`src/rtl/traffic_light_monitor.sv`:
```
// In-system checker for a 3-bit one-hot traffic light (red 001, yellow 010, green 100).
// Locks onto the red->yellow->green order, then flags encoding, order and dwell-time errors.
module traffic_light_monitor #(
  parameter int MIN_DWELL = 1,
  parameter int MAX_DWELL = 1,
  parameter int DWELL_W   = 8,
  parameter int CYC_W     = 16
) (
  input  logic               clk,
  input  logic               rst,
  input  logic [2:0]         light,
  input  logic               clr_err,
  output logic               locked,
  output logic [1:0]         cur_phase,
  output logic [DWELL_W-1:0] dwell,
  output logic [CYC_W-1:0]   cycle_count,
  output logic               err_onehot,
  output logic               err_seq,
  output logic               err_dwell,
  output logic               err_sticky
);

  typedef enum logic {ACQUIRE, TRACK} state_t;

  localparam logic [2:0] RED    = 3'b001;
  localparam logic [2:0] YELLOW = 3'b010;
  localparam logic [2:0] GREEN  = 3'b100;

  localparam logic [DWELL_W-1:0] DWELL_SAT = '1;
  localparam logic [DWELL_W-1:0] MIN_D     = DWELL_W'(MIN_DWELL);
  localparam logic [DWELL_W-1:0] MAX_D     = DWELL_W'(MAX_DWELL);

  state_t     state;
  logic [2:0] prev_light;

  logic       light_legal;
  logic       prev_legal;
  logic [2:0] next_code;
  logic [1:0] light_code;
  logic       hold;
  logic       advance;
  logic       onehot_d;
  logic       seq_d;
  logic       dwell_d;

  // Classify the current and previous samples and decide which error pulses fire.
  always_comb begin
    next_code  = 3'b000;
    light_code = 2'b00;
    case (prev_light)
      RED:     next_code = YELLOW;
      YELLOW:  next_code = GREEN;
      GREEN:   next_code = RED;
      default: next_code = 3'b000;
    endcase
    case (light)
      YELLOW:  light_code = 2'b01;
      GREEN:   light_code = 2'b10;
      default: light_code = 2'b00;
    endcase
    light_legal = (light == RED) || (light == YELLOW) || (light == GREEN);
    prev_legal  = (prev_light == RED) || (prev_light == YELLOW) || (prev_light == GREEN);
    hold        = (state == TRACK) && light_legal && (light == prev_light);
    advance     = (state == TRACK) && light_legal && (light == next_code);
    onehot_d    = !light_legal;
    seq_d       = (state == TRACK) && light_legal && !hold && !advance;
    // The over-long pulse fires only on the step past MAX_DWELL, never once saturated.
    dwell_d     = (hold && (dwell == MAX_D) && (dwell != DWELL_SAT)) ||
                  (advance && (dwell < MIN_D));
  end

  always_ff @(posedge clk) begin
    if (rst) begin
      state       <= ACQUIRE;
      prev_light  <= 3'b000;
      locked      <= 1'b0;
      cur_phase   <= 2'b00;
      dwell       <= '0;
      cycle_count <= '0;
      err_onehot  <= 1'b0;
      err_seq     <= 1'b0;
      err_dwell   <= 1'b0;
      err_sticky  <= 1'b0;
    end else begin
      prev_light <= light;
      err_onehot <= onehot_d;
      err_seq    <= seq_d;
      err_dwell  <= dwell_d;
      err_sticky <= onehot_d || seq_d || dwell_d || (err_sticky && !clr_err);
      if (state == ACQUIRE) begin
        if (light_legal && prev_legal && (light == next_code)) begin
          state       <= TRACK;
          locked      <= 1'b1;
          dwell       <= DWELL_W'(1);
          cur_phase   <= light_code;
          cycle_count <= '0;
        end
      end else begin
        if (!light_legal || seq_d) begin
          state  <= ACQUIRE;
          locked <= 1'b0;
        end else if (hold) begin
          if (dwell != DWELL_SAT) dwell <= dwell + DWELL_W'(1);
        end else begin
          dwell     <= DWELL_W'(1);
          cur_phase <= light_code;
          if (prev_light == GREEN) cycle_count <= cycle_count + CYC_W'(1);
        end
      end
    end
  end

endmodule

```
`config.mk`:
```
export PLATFORM = sky130hd
export DESIGN_NAME = traffic_light_monitor
export DESIGN_NICKNAME = d
export VERILOG_FILES = /design/src/rtl/traffic_light_monitor.sv
export SDC_FILE = /design/constraint.sdc
export NUM_CORES = 1
export LEC_CHECK = 0
export CAP_MARGIN = 20
export CORE_MARGIN = 2
export CORE_UTILIZATION = 35
export CTS_BUF_LIST = sky130_fd_sc_hd__clkbuf_4
export CTS_CLUSTER_SIZE = 28
export DETAILED_ROUTE_END_ITERATION = 10
export GPL_ROUTABILITY_DRIVEN = 0
export PLACE_DENSITY = 0.6
export SETUP_SLACK_MARGIN = 0.5
export SLEW_MARGIN = 0
export SYNTH_ARGS = -nofsm -noshare
export SYNTH_HDL_FRONTEND = slang
export SYNTH_SLANG_ARGS = --single-unit
export TNS_END_PERCENT = 5
```
`constraint.sdc`:
```
create_clock -name clk -period 3.8 [get_ports clk]
set_clock_uncertainty 0.05 [all_clocks]
set_input_delay 0.95 -clock clk [delete_from_list [all_inputs] [get_ports clk]]
set_output_delay 0.95 -clock clk [all_outputs]
set_load 0.01 [all_outputs]
```
==> results of run 1 <==
==> cells by family (layout without fill, tap and decap cells) <==
group,Yosys count,count (layout),share of synthesized area (%)
compound gates,42,42,15.2
mux,1,1,0.599
xor+xnor,15,15,6.99
fa+ha+maj,5,5,3.20
flops,35,35,37.3
buf+inv,23,56,6.39
simple gates,94,94,30.4
==> critical path: stages <==
cell and delay, ns:
clkdlybuf4s50_1 0.61, nor3b_2 0.28, and3_1 0.29, nor2_1 0.06, buf_4 0.15, a21bo_2 0.27, or4_1 0.48, a21oi_1 0.15
==> area by class of cell <==
type	instances	area, µm²	share of cell area (%)
Tap cell	70	87.6	3.74
Inverter	9	33.8	1.44
Clock buffer	5	37.5	1.60
Multi-Input combinational cell	157	1060	45.2
Clock inverter	3	38.8	1.66
Sequential cell	35	701	29.9
Timing Repair Buffer	39	383	16.4
==> per-stage QoR <==
step           cells  hold slack, ns  utilization (%)  power, W  setup slack (ns)
2_1_floorplan    215           0.431                -  0.000426              1.11
3_3_place_gp     310           0.431             44.0  0.000443             0.429
3_5_place_dp     310           0.433             44.0  0.000444             0.431
4_1_cts          318           0.449             45.5  0.000718             0.763
5_1_grt          318           0.457             45.5  0.000732             0.608
6_report         318           0.442             45.5  0.000703             0.778
==> sequential cells by signal, indices dropped and copies added, names as in the netlist <==
signal and cells:
err_seq 1, state 1, prev_light 3, dwell 8, cycle_count 16, err_onehot 1
err_dwell 1, err_sticky 1, cur_phase 2, locked 1
==> placed cells by master (no fill, tap or decap), types with 2 or more instances in the layout <==
cell type and instances:
clkdlybuf4s50_1 36, dfxtp_1 35, nor2_1 25, a21oi_1 17, nand2_1 13, xnor2_1 11
inv_1 9, nand3_1 9, o21ai_0 8, or3_1 8, nor4_2 6, clkbuf_4 5
xor2_1 4, o31ai_1 4, nor2b_1 4, or4_1 4, nor4_1 4, ha_1 4
nor3_1 3, buf_4 3, or2_1 2, and3_1 2, and4_1 2, a221oi_1 2
a2111oi_2 2, nand4_1 2, nor4b_2 2, nor3b_1 2
==> synth_stat cells (all sizes together), types with 3 or more instances <==
| master | n | share of area, % |
|---|---|---|
| nor2 | 25 | 5.0 |
| clkbuf | 4 | 0.80 |
| nand3 | 9 | 2.4 |
| or3 | 8 | 2.7 |
| nor2b | 4 | 1.3 |
| inv | 9 | 1.8 |
| xnor2 | 11 | 5.1 |
| nor4 | 10 | 5.3 |
| nor3b | 3 | 1.5 |
| nor3 | 4 | 1.3 |
| xor2 | 4 | 1.9 |
| o31ai | 4 | 1.6 |
| o21ai | 8 | 2.1 |
| nand2 | 13 | 2.6 |
| buf | 10 | 3.8 |
| or4 | 4 | 1.6 |
| dfxtp | 35 | 37 |
| ha | 4 | 2.7 |
| a21oi | 17 | 4.5 |
==> per-layer routing <==
metal	routed length, µm	share of wire (%)	global-route usage, %
met1	1900	46	17.2
met5	0	0	0
met4	62	1.5	4.82
met3	168	4.1	3.53
met2	1950	48	25.0
==> worst max path at each step <==
stage	from	cells after the start	slack, ns	end
after global placement	light[0]	7	0.43	cycle_count[14]
after CTS	light[0]	7	0.76	cycle_count[14]
after detailed placement	light[0]	7	0.43	cycle_count[14]
after floorplan	light[2]	8	1.11	dwell[1]
after global routing	light[2]	7	0.61	dwell[1]
final	light[2]	8	0.78	dwell[5]
==> power breakdown <==
part	total [W]	internal [W]	leakage [nW]	switching [W]
Sequential	0.000378	0.000371	0.283	0.00000683
Clock	0.000268	0.000135	0.0426	0.000133
Combinational	0.0000568	0.0000264	0.407	0.0000304
Total	0.000703	0.000533	0.733	0.000170
==> impl_metrics.tcl, run 1 <==
set metrics [dict create \
    p_leak_nw 0.733 \
    rrSetupSlack_ns 1.53 \
    grt_pass1_wl_um 7020 \
    p_per_area_mw_per_mm2 300 \
    synth_cell_type_count 47 \
    clk_pin_slew_ns 0.11 \
    cts_made_buffers 5 \
    cts_buffer_depth 2 \
    arrival_ns 3.25 \
    route.antenna.remaining_nets 0 \
    grt_usage_pct 14.4 \
    min_from "cur_phase[1]" \
    hpwl_um 2920 \
    hold_class "flop to flop" \
    placed_cell_area_mm2 0.00226 \
    crit_type "input port to flop" \
    ioPinCount 37 \
    cts_sinks 35 \
    maxCapViolations 0 \
    rsz0062_at_grt "no" \
    cts_max_level 2 \
    syn2layout_area_growth_pct 24.5 \
    worstReg2RegEnd "dwell[1]" \
    routed_wl_um 4080 \
    nFillCells 555 \
    netlist_instances 215 \
    grt_overflow 0 \
    ys.flop_type "dfxtp_1" \
    min_delay_path_depth 2 \
    drive_gt1_share_pct 10.5 \
    nets 257 \
    vdd_drop_max_uv 167 \
    antenna_found_initial 0 \
    startpoint_type "input port" \
    io_buffers 36 \
    relSlewSlack_pct 61.1 \
    r2r-start "prev_light[0]" \
    fp.coreArea_mm2 0.00514 \
    cts_hold_buf 0 \
    grt_pass1_vias 1535 \
    yosys_warnings 0 \
    synth_area_per_cell_um2 8.74 \
    fmax_mhz 331 \
    drc 0 \
    viasPerCell 5.07 \
    synth_edf_count 0 \
    endpoint_kind "flop" \
    critPathRequiredTime_ns 4.03 \
    slew_viol_final 0 \
    cts_tree "done" \
    critPathMaxFanout 14 \
    rows 26 \
    finalCritPeriodShare_pct 79.5 \
    diodes 0 \
    die_h_um 77.3 \
    min_period_ns 3.02 \
    initial_core_util_pct 36.6 \
    die_w_um 77.3 \
    finalSetupViolCount 0 \
    synth_seq_area_share_pct 37.3 \
    finalSetupTns_ns 0 \
    run_status "finished, final reports clean" \
    wl_per_cell_um 12.8 \
    worst_slew_pin_slew_ns 0.582 \
    cts_setup_buffers 0 \
    synthArstFlopShare_pct 0 \
    ys_seq_elements 35 \
    grt_max_degree 18 \
    synth_area_mm2 0.00188 \
    clock_latency_ns 0.34 \
    syn-num-nets 225 \
    final_area_mm2 0.00234 \
    vias 1613 \
    cts.repair.resized 0 \
    drtIter0Drc 42 \
    dr.pass1.iters 4 \
    die-area_mm2 0.00597 \
    cts-root-buf "clkbuf_4" \
    hold_violations 0 \
    reg2regPathDepth 6 \
    hold-path-endpoint "cur_phase[1]" \
]
Power figures use the tool's default switching activity.
==> inputs of run 2 (changes only) <==
- PLACE_DENSITY: 0.6 -> 0.62
- clock period: 3.8 -> 2.5 ns (I/O delays scaled with it)
==> run 2 against run 1 <==
Compared with the run above:
- utilization increased by 7.1 points
- final area is 16% higher
- register-to-register slack lost 1.1 ns
==> impl_metrics.tcl, run 2 (synthesized netlist as in run 1, its figures left out) <==
set metrics [dict create \
    cts-root-buf "clkbuf_4" \
    finalSetupViolCount 0 \
    finalCritPeriodShare_pct 82.6 \
    endpoint_kind "flop" \
    regMostFlops "cycle_count" \
    initial_core_util_pct 36.6 \
    critPathRequiredTime_ns 2.73 \
    fmax_mhz 484 \
    min_period_ns 2.07 \
    routed_wl_um 4560 \
    cts_tree "done" \
    hold_class "flop to flop" \
    cp_slowest_cell "or4_1" \
    startpoint_type "input port" \
    fp.coreArea_mm2 0.00514 \
    io_buffers 36 \
    relSlewSlack_pct 58.2 \
    die_w_um 77.3 \
    worstPathCellList "buf_6 > buf_4 > xnor2_1 > o21ba_2 > a31oi_1 > a21bo_4 > or4_1 > a21oi_1" \
    p_per_area_mw_per_mm2 381 \
    route.antenna.remaining_nets 0 \
    crit_type "input port to flop" \
    timing.hold.ws_ns 0.422 \
    dr.pass1.iters 4 \
    antenna_found_initial 0 \
    cts_buffer_depth 2 \
    layout_common_cells "clkdlybuf4s50_1 (33), buf_4 (28), nor2_1 (23), dfxtp_1 (19), a21oi_1 (15)" \
    vias 1736 \
    cts_made_buffers 5 \
    rows 26 \
    hold_violations 0 \
    ioPinCount 37 \
    grt_overflow 0 \
    nets 286 \
    path_buf_inv 2 \
    grt_usage_pct 14.9 \
    viasPerCell 5.00 \
    reg.largest.list "cycle_count x16, dwell x8, prev_light x3" \
    worst_slew_pin_slew_ns 0.626 \
    final_common_cell "clkdlybuf4s50_1" \
    clk_pin_slew_ns 0.12 \
    maxCapViolations 0 \
    drtIter0Drc 66 \
    arrival_ns 2.30 \
    finalSetupTns_ns 0 \
    critPathMaxFanout 7 \
    slowest_delay_ns 0.49 \
    grt_max_degree 12 \
    diodes 0 \
    cts_sinks 35 \
    critical-path-top-delay-family "compound AO/OA/AOI/OAI gates" \
    p_leak_nw 0.945 \
    cts_max_level 2 \
    die-area_mm2 0.00597 \
    rsz0062_at_grt "yes" \
    slew_viol_final 0 \
    fin_util_pct 52.6 \
    drive_gt1_share_pct 32.1 \
    run_status "finished, final reports clean" \
    nFillCells 509 \
    grt_pass1_wl_um 7170 \
    vdd_drop_max_uv 256 \
    die_h_um 77.3 \
    clock_latency_ns 0.34 \
    grt_pass1_vias 1602 \
    wl_per_cell_um 13.1 \
    hpwl_um 3070 \
    largest_reg_flops 16 \
    syn2layout_area_growth_pct 43.9 \
    drc 0 \
    rrSetupSlack_ns 0.45 \
]
==> run 2: cell count changes in the layout (fill, tap and decap cells not counted), sizes merged <==
cell | before | now
buf | 3 | 34
bufinv | 1 | 0
clkbuf | 5 | 7
clkdlybuf4s50 | 36 | 33
clkinv | 2 | 1
clkinvlp | 0 | 1
==> run 2: worst paths after layout <==
kind | startpoint | endpoint | cells past startpoint
max | light[0] | dwell[7] | 8
min | cur_phase[1] | cur_phase[1] | 2
max reg2reg | dwell[2] | dwell[7] | 6
min reg2reg | cur_phase[1] | cur_phase[1] | 2
==> run 2: report_power, final <==
part	switching (W)	leakage [nW]	internal [W]	total, W
Clock	0.000209	0.0317	0.000120	0.000328
Sequential	0.00000859	0.292	0.000562	0.000571
Combinational	0.0000622	0.622	0.0000685	0.000131
==> run 2: timing repair <==
| action | CTS | global route |
|---|---|---|
| pin swaps | 3 | 18 |
| hold buffers | 0 | 0 |
| gates resized for setup | 29 | 36 |
| gates cloned | 0 | 1 |
| endpoints found under the setup margin | 46 | 49 |
| buffers inserted | 3 | 6 |
| endpoints found under the hold margin | 0 | 0 |
==> run 2: layout make-up <==
class	instances	area [µm²]	area share [%]
clock buffers	6	45.0	1.67
clock inverters	2	12.5	0.463
inverters	9	33.8	1.25
multi-input cells	157	1190	44.1
flip-flops and latches	35	731	27.0
well taps	70	87.6	3.24
repair buffers	68	603	22.3
==> run 2: worst min-delay path, cell delays in order (launching register included) <==
cell and delay (ns):
dfxtp_1 0.32, nand2_1 0.05, a21oi_1 0.06
==> run 2: per-stage QoR <==
step | setup WS [ns] | area [µm²] | total power (W) | cells
6_report | 0.434 | 2710 | 0.00103 | 347
2_1_floorplan | 0.288 | 1910 | 0.000650 | 215
4_1_cts | 0.450 | 2540 | 0.00103 | 340
3_3_place_gp | -0.375 | 2430 | 0.000695 | 329
3_5_place_dp | -0.411 | 2430 | 0.000696 | 329
5_1_grt | 0.397 | 2710 | 0.00108 | 347
==> run 2: per-layer routing <==
layer / vias up / track usage [%] / wire length, µm
met1: 809 / 17.8 / 2040
met3: 4 / 3.18 / 145
met5: - / 0 / 0
met4: 0 / 4.82 / 40
met2: 30 / 26.3 / 2340
li1: 893 / - / -
